==> src/rtl/keypad_pkg.sv <==
// Shared types for the keypad scanner: FSM states, operator codes and the
// 4x4 calculator-pad decode.
package keypad_pkg;

  typedef enum logic [1:0] {
    ST_SCAN,
    ST_DEBOUNCE,
    ST_PUSH,
    ST_RELEASE
  } scan_state_e;

  typedef enum logic [2:0] {
    OP_NONE = 3'd0,
    OP_ADD  = 3'd1,
    OP_SUB  = 3'd2,
    OP_MUL  = 3'd3,
    OP_NEG  = 3'd4,
    OP_CLR  = 3'd5
  } op_code_e;

  typedef struct packed {
    logic [3:0] digit;
    op_code_e   op;
    logic       equal;
  } key_decode_t;

  // Code = row*4 + col on the standard calculator layout.
  function automatic key_decode_t decode_4x4(input logic [3:0] code);
    key_decode_t d;
    d.digit = 4'd0;
    d.op    = OP_NONE;
    d.equal = 1'b0;
    case (code)
      4'd0:  d.digit = 4'd1;
      4'd1:  d.digit = 4'd2;
      4'd2:  d.digit = 4'd3;
      4'd3:  d.op    = OP_ADD;
      4'd4:  d.digit = 4'd4;
      4'd5:  d.digit = 4'd5;
      4'd6:  d.digit = 4'd6;
      4'd7:  d.op    = OP_SUB;
      4'd8:  d.digit = 4'd7;
      4'd9:  d.digit = 4'd8;
      4'd10: d.digit = 4'd9;
      4'd11: d.op    = OP_MUL;
      4'd12: d.digit = 4'd0;
      4'd13: d.equal = 1'b1;
      4'd14: d.op    = OP_NEG;
      4'd15: d.op    = OP_CLR;
      default: ;
    endcase
    return d;
  endfunction

endpackage

==> src/rtl/key_fifo.sv <==
// Small synchronous FIFO holding scanned key codes; head is read
// combinationally from registered storage.
module key_fifo #(
  parameter int WIDTH = 4,
  parameter int DEPTH = 4
) (
  input  logic             clk,
  input  logic             nRST,
  input  logic             push,
  input  logic             pop,
  input  logic [WIDTH-1:0] din,
  output logic [WIDTH-1:0] dout,
  output logic             empty,
  output logic             full
);

  localparam int AW = $clog2(DEPTH);
  localparam int CNTW = AW + 1;

  logic [WIDTH-1:0] mem [DEPTH];
  logic [AW-1:0]    wr_q, rd_q;
  logic [CNTW-1:0]  count_q;
  logic             push_ok, pop_ok;

  assign empty = (count_q == '0);
  assign full  = (count_q == CNTW'(DEPTH));

  // A pop frees a slot in the same cycle, so push-on-full succeeds with a pop.
  assign pop_ok  = pop & ~empty;
  assign push_ok = push & (~full | pop_ok);

  assign dout = mem[rd_q];

  // NOTE: storage has no reset; emptiness is tracked by count_q, so stale
  // entries are never observable and the array maps to plain RAM/flops.
  always_ff @(posedge clk) begin
    if (push_ok) mem[wr_q] <= din;
  end

  // NOTE: non-blocking assignments on all state so every flop samples
  // pre-edge values regardless of statement order.
  always_ff @(posedge clk or negedge nRST) begin
    if (!nRST) begin
      wr_q    <= '0;
      rd_q    <= '0;
      count_q <= '0;
    end else begin
      if (push_ok) wr_q <= wr_q + 1'b1;
      if (pop_ok)  rd_q <= rd_q + 1'b1;
      case ({push_ok, pop_ok})
        2'b10:   count_q <= count_q + 1'b1;
        2'b01:   count_q <= count_q - 1'b1;
        default: ;
      endcase
    end
  end

endmodule

==> src/rtl/keypad_scan_buffer.sv <==
// Matrix keypad scanner with debounce and a key-code FIFO.
// Optional auto-repeat while a key is held: define KEYPAD_REPEAT_EN.
module keypad_scan_buffer
  import keypad_pkg::*;
#(
  parameter int ROWS            = 4,
  parameter int COLS            = 4,
  parameter int DEBOUNCE_CYCLES = 12,
  parameter int SCAN_DWELL      = 4,
  parameter int FIFO_DEPTH      = 4,
  parameter int REPEAT_CYCLES   = 1000
) (
  input  logic                          clk,
  input  logic                          nRST,
  input  logic [ROWS-1:0]               RowIn,
  output logic [COLS-1:0]               ColOut,
  output logic                          KeyRdy,
  input  logic                          KeyRd,
  output logic [$clog2(ROWS*COLS)-1:0]  KeyCode,
  output logic [3:0]                    keypad_input,
  output logic [2:0]                    operator_input,
  output logic                          equal_input,
  output logic                          Overflow
);

  localparam int CW  = $clog2(ROWS*COLS);
  localparam int RW  = $clog2(ROWS);
  localparam int CLW = $clog2(COLS);
  localparam int DW  = $clog2(DEBOUNCE_CYCLES + 1);
  localparam int SW  = $clog2(SCAN_DWELL + 1);

  localparam logic [DW-1:0]  DB_LAST    = DW'(DEBOUNCE_CYCLES - 1);
  localparam logic [SW-1:0]  DWELL_LAST = SW'(SCAN_DWELL - 1);
  localparam logic [CLW-1:0] COL_LAST   = CLW'(COLS - 1);

  if (ROWS < 2 || ROWS > 8) begin : g_bad_rows
    $error("ROWS must be in 2..8");
  end
  if (COLS < 2 || COLS > 8) begin : g_bad_cols
    $error("COLS must be in 2..8");
  end
  if (FIFO_DEPTH < 2 || (FIFO_DEPTH & (FIFO_DEPTH - 1)) != 0) begin : g_bad_depth
    $error("FIFO_DEPTH must be a power of two >= 2");
  end
  if (REPEAT_CYCLES < 1) begin : g_bad_repeat
    $error("REPEAT_CYCLES must be >= 1");
  end

  scan_state_e    state_q, state_d;
  logic [CLW-1:0] col_q, col_d;
  logic [SW-1:0]  dwell_q, dwell_d;
  logic [RW-1:0]  row_q, row_d;
  logic [DW-1:0]  cnt_q, cnt_d;
  logic           ovf_q, ovf_d;

  logic           row_hit;
  logic [RW-1:0]  low_row;
  logic           key_push, push;
  logic [CW-1:0]  push_code, head_code;
  logic           fifo_empty, fifo_full;

  assign ColOut    = ~(COLS'(1) << col_q);
  assign push_code = CW'(int'(row_q) * COLS + int'(col_q));

  // Descending loop so the lowest-index low row wins.
  always_comb begin
    row_hit = ~&RowIn;
    low_row = '0;
    for (int r = ROWS - 1; r >= 0; r--) begin
      if (!RowIn[r]) low_row = RW'(r);
    end
  end

  // NOTE: every output of this block is given a default first, so no path
  // leaves a variable unassigned and no latch is inferred.
  always_comb begin
    state_d  = state_q;
    col_d    = col_q;
    dwell_d  = dwell_q;
    row_d    = row_q;
    cnt_d    = cnt_q;
    key_push = 1'b0;
    unique case (state_q)
      ST_SCAN: begin
        if (row_hit) begin
          row_d   = low_row;
          cnt_d   = '0;
          state_d = ST_DEBOUNCE;
        end else if (dwell_q == DWELL_LAST) begin
          dwell_d = '0;
          col_d   = (col_q == COL_LAST) ? '0 : col_q + 1'b1;
        end else begin
          dwell_d = dwell_q + 1'b1;
        end
      end
      ST_DEBOUNCE: begin
        if (!RowIn[row_q]) begin
          if (cnt_q == DB_LAST) begin
            cnt_d   = '0;
            state_d = ST_PUSH;
          end else begin
            cnt_d = cnt_q + 1'b1;
          end
        end else begin
          // Bounce: resume scanning on the same column with a fresh dwell.
          cnt_d   = '0;
          dwell_d = '0;
          state_d = ST_SCAN;
        end
      end
      ST_PUSH: begin
        key_push = 1'b1;
        cnt_d    = '0;
        state_d  = ST_RELEASE;
      end
      ST_RELEASE: begin
        if (&RowIn) begin
          if (cnt_q == DB_LAST) begin
            cnt_d   = '0;
            dwell_d = '0;
            state_d = ST_SCAN;
          end else begin
            cnt_d = cnt_q + 1'b1;
          end
        end else begin
          cnt_d = '0;
        end
      end
      default: state_d = ST_SCAN;
    endcase
  end

`ifdef KEYPAD_REPEAT_EN
  localparam int RPW = $clog2(REPEAT_CYCLES + 1);

  logic [RPW-1:0] rep_q, rep_d;
  logic           rep_fire;

  // rep_q holds cycles elapsed since the last push of the held key.
  always_comb begin
    rep_d    = rep_q;
    rep_fire = 1'b0;
    if (state_q == ST_PUSH) begin
      rep_d = RPW'(1);
    end else if (state_q == ST_RELEASE) begin
      if (rep_q == RPW'(REPEAT_CYCLES)) begin
        rep_d    = RPW'(1);
        rep_fire = ~RowIn[row_q];
      end else begin
        rep_d = rep_q + 1'b1;
      end
    end
  end

  always_ff @(posedge clk or negedge nRST) begin
    if (!nRST) rep_q <= '0;
    else       rep_q <= rep_d;
  end

  assign push = key_push | rep_fire;
`else
  assign push = key_push;
`endif

  // A full buffer only frees a slot if the reader pops in the same cycle.
  assign ovf_d = ovf_q | (push & fifo_full & ~KeyRd);

  always_ff @(posedge clk or negedge nRST) begin
    if (!nRST) begin
      state_q <= ST_SCAN;
      col_q   <= '0;
      dwell_q <= '0;
      row_q   <= '0;
      cnt_q   <= '0;
      ovf_q   <= 1'b0;
    end else begin
      state_q <= state_d;
      col_q   <= col_d;
      dwell_q <= dwell_d;
      row_q   <= row_d;
      cnt_q   <= cnt_d;
      ovf_q   <= ovf_d;
    end
  end

  key_fifo #(
    .WIDTH (CW),
    .DEPTH (FIFO_DEPTH)
  ) u_fifo (
    .clk   (clk),
    .nRST  (nRST),
    .push  (push),
    .pop   (KeyRd),
    .din   (push_code),
    .dout  (head_code),
    .empty (fifo_empty),
    .full  (fifo_full)
  );

  assign KeyRdy   = ~fifo_empty;
  assign KeyCode  = fifo_empty ? '0 : head_code;
  assign Overflow = ovf_q;

  if (ROWS == 4 && COLS == 4) begin : g_dec4
    key_decode_t dec;
    always_comb begin
      dec = '0;
      if (!fifo_empty) dec = decode_4x4(4'(head_code));
    end
    assign keypad_input   = dec.digit;
    assign operator_input = dec.op;
    assign equal_input    = dec.equal;
  end else begin : g_dec_none
    assign keypad_input   = 4'd0;
    assign operator_input = 3'd0;
    assign equal_input    = 1'b0;
  end

endmodule

==> config.mk <==
export PLATFORM = sky130hd
export DESIGN_NAME = keypad_scan_buffer
export DESIGN_NICKNAME = d
export VERILOG_FILES = /design/src/rtl/keypad_pkg.sv /design/src/rtl/key_fifo.sv /design/src/rtl/keypad_scan_buffer.sv
export SDC_FILE = /design/constraint.sdc
export NUM_CORES = 1
export LEC_CHECK = 0
export BUFFER_PORTS_ARGS = -buffer_cell sky130_fd_sc_hd__buf_4
export CAP_MARGIN = 5
export CORE_ASPECT_RATIO = 0.9
export CORE_MARGIN = 10
export CORE_UTILIZATION = 45
export CTS_CLUSTER_SIZE = 14
export DETAILED_ROUTE_END_ITERATION = 10
export GPL_TIMING_DRIVEN = 0
export PLACE_DENSITY = 0.72
export REMOVE_ABC_BUFFERS = 1
export SYNTH_ARGS = -nofsm -noshare
export SYNTH_HDL_FRONTEND = slang
export SYNTH_SLANG_ARGS = --single-unit
==> constraint.sdc <==
create_clock -name clk -period 4.5 [get_ports clk]
set_input_delay 0 -clock clk [delete_from_list [all_inputs] [get_ports clk]]
set_output_delay 0 -clock clk [all_outputs]
set_load 0.03 [all_outputs]
-- Word level (Yosys, flattened, before mapping)
Memory sizes are Yosys's and may differ from the RTL's.
Cells that the tools add are included.
- register bits: 21
- memory bits (writable): 16
- bits of input ports: 7
- output and inout port bits: 18
- memories kept: 1
- memory list (name ; depth ; bits a word ; read ports ; clocked after memory_dff ; write ports ; line ; RTL):
    u_fifo.mem ; 4 ; 4 ; 1 ; 0 ; 1 ; key_fifo.sv:20 ; logic [WIDTH-1:0] mem [DEPTH];
- add/sub/neg operators: 8
- magnitude comparators: 1
- equal/unequal tests: 29
- shift operators: 1
- mux-type cells: 33
- bitwise logic cells: 11
- reduce and logical (&&, ||, !) cells: 10
- operators with widths (operator ; count):
    4-bit one-hot mux with 9 select lines ; 1
    4-bit == test, second input constant ; 8
    2-bit two-way mux ; 10
    4-bit two-way mux ; 5
    4-bit by 3-bit == test with 1-bit output, second input constant ; 4
    4-bit one-hot mux with 4 select lines ; 1
    3-bit two-way mux ; 5
    3-bit one-hot mux with 5 select lines ; 1
    2-bit != test, second input constant ; 5
    3-bit one-hot mux with 3 select lines ; 1
    2-bit == test, second input constant ; 4
    4-bit by 2-bit == test with 1-bit output, second input constant ; 2
    8-bit two-way mux ; 1
    2-bit one-hot mux with 4 select lines ; 1
    4-bit AND reduction ; 2
    2-bit by 1-bit adder with 2-bit output, second input constant ; 3
    3-bit by 1-bit adder with 3-bit output, second input constant ; 2
    3-bit one-hot mux with 2 select lines ; 1
    6-bit AND reduction ; 1
    1-bit two-way mux ; 5
    5-bit AND reduction ; 1
    4-bit by 1-bit adder with 4-bit output, second input constant ; 1
    4-bit by 2-bit adder with 4-bit output ; 1
    1-bit AND ; 4
    other kinds (18) ; 23

-- Longest topological paths before layout
- depth in word-level cells: 7
- gate-level depth with buffers: 9
- depth with buffers taken out: 8

-- Hierarchy
A second synthesis with hierarchy kept.
- cell total of the unflattened synthesis: 177
- area total of the unflattened synthesis: 2018.2 um^2
- by module, submodules not included (module ; times used ; cells each ; area an instance (um^2) ; sequential area each (um^2)):
    key_fifo ; 1 ; 60 ; 1011.0 ; 655.6
    keypad_scan_buffer ; 1 ; 117 ; 1007.2 ; 350.3

-- Least setup slack after synthesis
No wires, ideal clock.
- path kind: flip-flop to output port
- from: register u_fifo.rd_q[0]
- to: output keypad_input[1]
- data arrival time: 2.193 ns
- required time: 4.500 ns
- slack: 2.307 ns
- cell stages (with the launch flop): 5
- path buffers: 1
- cell sequence: dfrtp_1 > buf_6 > mux4_2 > xnor2_1 > o41ai_1
- cells in the longest elaborated chain, start to end: 4
- elaborated cells between the ends (all ways): 12
- RTL lines (element ; line ; RTL):
    from (decl) ; key_fifo.sv:21 ; logic [AW-1:0] wr_q, rd_q;
    from (signal assigned) ; key_fifo.sv:49 ; if (pop_ok) rd_q <= rd_q + 1'b1;
    memory 4 x 4 bit * ; - ;
    4-bit == test, or another cell as far along ; keypad_pkg.sv:33 ; case (code)
    4-bit one-hot mux with 9 select lines * ; keypad_pkg.sv:33 ;
    8-bit two-way mux * ; keypad_scan_buffer.sv:208 ; if (!fifo_empty) dec = decode_4x4(4'(head_code));
    to (decl) ; keypad_scan_buffer.sv:20 ; output logic [3:0] keypad_input,
Mark *: on every way between the ends. The rest lies on a longest branch, timed or not.

-- Worst setup path in the final report
- from: register state_q[0]
- to: register u_fifo.count_q[2]
- cells in the longest elaborated chain, start to end: 5
- elaborated cells between the ends (all ways): 7
- RTL lines (element ; line ; RTL):
    from (decl) ; keypad_scan_buffer.sv:49 ; scan_state_e state_q, state_d;
    from (signal assigned) ; keypad_scan_buffer.sv:177 ; state_q <= state_d;
    2-bit == test * ; keypad_scan_buffer.sv:83 ; unique case (state_q)
    1-bit two-way mux * ; keypad_scan_buffer.sv:83 ;
    1-bit AND * ; key_fifo.sv:30 ; assign push_ok = push & (~full | pop_ok);
    2-bit by 1-bit == test with 1-bit output or 2-bit == test (tied branches) ; key_fifo.sv:50 ; case ({push_ok, pop_ok})
    3-bit one-hot mux with 2 select lines or 2-bit nonzero test (tied branches) ; - ;
    to (signal assigned) ; key_fifo.sv:51 ; 2'b10: count_q <= count_q + 1'b1;
    to (signal assigned) ; key_fifo.sv:52 ; 2'b01: count_q <= count_q - 1'b1;
    to (decl) ; key_fifo.sv:22 ; logic [CNTW-1:0] count_q;
Marks and branches as above.
A chain may end at the register's enable or synchronous reset.

==> run_results.csv <==
group,metric,value,unit
floorplan,die_w,91.6,um
finish,diodes,0,
sta,grt_setup_unrepaired,"no",
power_and_ir_drop,p_leak,0.00102,uW
logic_synthesis,synthCells,188,
logic_synthesis,synthArstFlopShare,56.8,%
grt,grt_use_total,10.8,%
logic_synthesis,synth_edf_count,16,
worst_setup_path,cp-start-kind,"flop",
sta,setup_violations,0,
worst_setup_path,cp_num_buf_inv,0,
worst_setup_path,max_stage_delay,0.69,ns
worst_setup_path,path_delay_family,"simple AND/OR/NAND/NOR gates",
power_and_ir_drop,pwr_density_cell,620,nW/um2
clocking,clockRootBuffer,"clkbuf_8",
sta,slew_violations,0,
placement,dp.cells,268,
sta,final.period_utilization,54.3,%
grt,grt_pass1_wl,6860,um
clocking,cts.sinks,37,
logic_synthesis,synth.distinct_cells,46,
grt,grt_start_max_net_pins,22,
logic_synthesis,synth_warnings,0,
sta,min_period,2.44,ns
route,wl_per_cell,13.9,um
logic_synthesis,yosysMostFrequentCell,"dfrtp_1",
clocking,cts-buffers-inserted,5,
sta,relSlewSlack,64.2,%
clocking,htree_num_levels,2,
route,vias,1478,
worst_setup_path,timing.rr.start,"state_q[0]$_DFFE_PN0P_",
route,ant_nets,0,
logic_synthesis,yosysTopAreaCellShare,25.3,%
logic_synthesis,syn_avg_cell_area,11.1,um2
logic_synthesis,synth_area_leaders,"dfrtp_1 (25%), edfxtp_1 (23%), ha_1 (6.0%)",
floorplan,rows,23,
clocking,cts_tree,"done",
finish,area_delta_synth_final,18.2,%
route,viasPerCell,5.30,
clocking,worstSkewPairLatency,0.30,ns
min_path,min_from,"KeyRd",
logic_synthesis,synth_largest_area_cell,"dfrtp_1",
grt,grt_pass1_vias,1487,
logic_synthesis,netlist_area,2080,um2
sta,timing_hold_violations_final,0,
placement,gp_congestion,0.813,
grt,grt-ovfl-total,0,
placement,port_buffers,24,
route,routed_wl,3890,um
finish,drive_gt1_share,20.7,%
worst_setup_path,r2r_setup_slack,2.06,ns
worst_setup_path,crit_arrival,2.63,ns
logic_synthesis,ys_top_cells_by_count,"dfrtp_1 (21), nand2_1 (17), edfxtp_1 (16)",
sta,skew,0.00430,ns
floorplan,dieHeight,84.5,um
logic_synthesis,synth_seq_cells,37,
finish,instances_no_fill,279,
sta,finalSetupTns,0,ns
logic_synthesis,ys.flop_type,"dfrtp_1",
sta,max_freq,0.410,GHz
route,dr.pass1.iters,4,
worst_setup_path,crit_chain,"nand2b_1 -> nand3_1 -> fa_1 -> nor4b_1 -> a21oi_1 -> a21oi_1 -> o21ai_0",
power_and_ir_drop,peakVddDrop,0.332,mV
min_path,min_path_type,"primary input to flop",
worst_setup_path,crit_top_cell,"a21oi_1",
worst_setup_path,startpoint,"state_q[0]$_DFFE_PN0P_",
job,cap_violations,0,
worst_setup_path,path_max_fanout,17,
outcome,status,"completed",
route,post-route-drc-count,0,
worst_setup_path,end_kind,"flop",
clocking,post_cts_buffers,0,
clocking,clkTransAtPathRegs,0.08,ns
finish,finalNetCount,234,
floorplan,start_util,46.6,%
route,dr.first_iter.drc_count,85,
grt,antenna_found_initial,0,
worst_setup_path,slowest_stage,"dfrtp_1",
sta,tightest_slew,0.537,ns
worst_setup_path,required,4.68,ns
worst_setup_path,crit_type,"flop to flop",
logic_synthesis,ys_seq_area_share,48.4,%
floorplan,fp.coreArea,4460,um2
floorplan,fp.dieArea,7740,um2
floorplan,ios,25,
placement,dpl.hpwl,2840,um
clocking,cts_buffer_depth,2,
==> tightest hold or removal path: cells and delay by family <==
family	cells	cell delay (ns)
simple gates	1	0.07
buf+inv	1	0.14
xor+xnor	1	0.07
==> cells in the final DEF, fill, tap and decap left out, types with 2 or more instances in the layout <==
master,n
mux4_2,5
dfrtp_1,21
and3_1,2
nand2b_1,2
o32ai_1,2
ha_1,10
edfxtp_1,16
clkbuf_8,5
and2_1,9
xnor2_1,8
buf_4,24
nor3_1,4
a22o_1,3
mux2_2,2
nand3_1,4
nor4b_1,3
nor2b_1,4
a21oi_1,11
o21ai_0,6
a22oi_1,2
nand2_1,17
inv_1,15
dlygate4sd3_1,3
bufinv_16,2
nor2_1,13
o31ai_1,3
==> metrics by stage <==
step                      power, uW  util [%]  hold slack [ns]  setup WS (ns)  instance area [um2]
after CTS                      1540      55.1          0.00822           2.08                 2460
after floorplan                 979         -           -0.296           2.23                 2040
after global placement         1180      51.4          -0.0963           2.16                 2290
after detailed placement       1190      51.4          -0.0924           2.10                 2290
final                          1520      55.1           0.0205           2.06                 2460
after global routing           1630      55.1           0.0246           1.78                 2460
==> area by class of cell <==
type | count | area (um2)
clock buffers | 5 | 68.8
clock inverters | 3 | 65.1
fillers | 374 | 2000
inverters | 16 | 60.1
multi-input cells | 129 | 970
flip-flops and latches | 37 | 1010
well taps | 62 | 77.6
repair buffers | 27 | 210
==> report_power, final <==
group / internal [uW] / switching (uW) / total (uW)
sequential: 419 / 84.8 / 503
combinational: 280 / 392 / 672
clock: 220 / 127 / 347
total: 919 / 604 / 1520
==> path summary, 6_finish.rpt <==
path                                            endpoint  cells after the start
min                           u_fifo.rd_q[0]$_DFFE_PN0P_                      3
min reg2reg                           Overflow$_DFF_PN0_                      1
max in group asynchronous           col_q[0]$_DFFE_PN0P_                      2
min in group asynchronous     u_fifo.rd_q[0]$_DFFE_PN0P_                      2
max                        u_fifo.count_q[2]$_DFFE_PN0P_                      7
max reg2reg                u_fifo.count_q[2]$_DFFE_PN0P_                      7
==> metal layers <==
layer	wire, um	vias up	track usage [%]
met5	0	-	0
met4	72	0	5.55
met3	253	8	4.18
met2	1770	32	16.5
met1	1790	709	12.8
li1	-	729	-
==> state kept, by name, summed over array words and instances, names as in the netlist, named ones only <==
register / count
u_fifo.mem: 16
dwell_q: 3
u_fifo.wr_q: 2
u_fifo.count_q: 3
Overflow: 1
state_q: 1
cnt_q: 4
u_fifo.rd_q: 2
row_q: 2
col_q: 2
==> cell families (layout without fill, tap and decap cells) <==
logic type	count (synthesis)	after routing	synth area share, %
buffers and inverters	22	51	4.94
AOI/OAI and AO/OA	36	36	12.1
DFF	37	37	48.4
xor gates and xnor gates	8	8	3.37
muxes	8	8	6.98
and+or+nand+nor	66	66	17.2
adders and majority gates	11	11	6.98
==> repair_timing <==
action | CTS | global route
resized for setup | 0 | 0
endpoints found under the hold margin | 23 | 0
hold buffers | 3 | 0
Note: power is estimated with default switching activity, not from simulation.
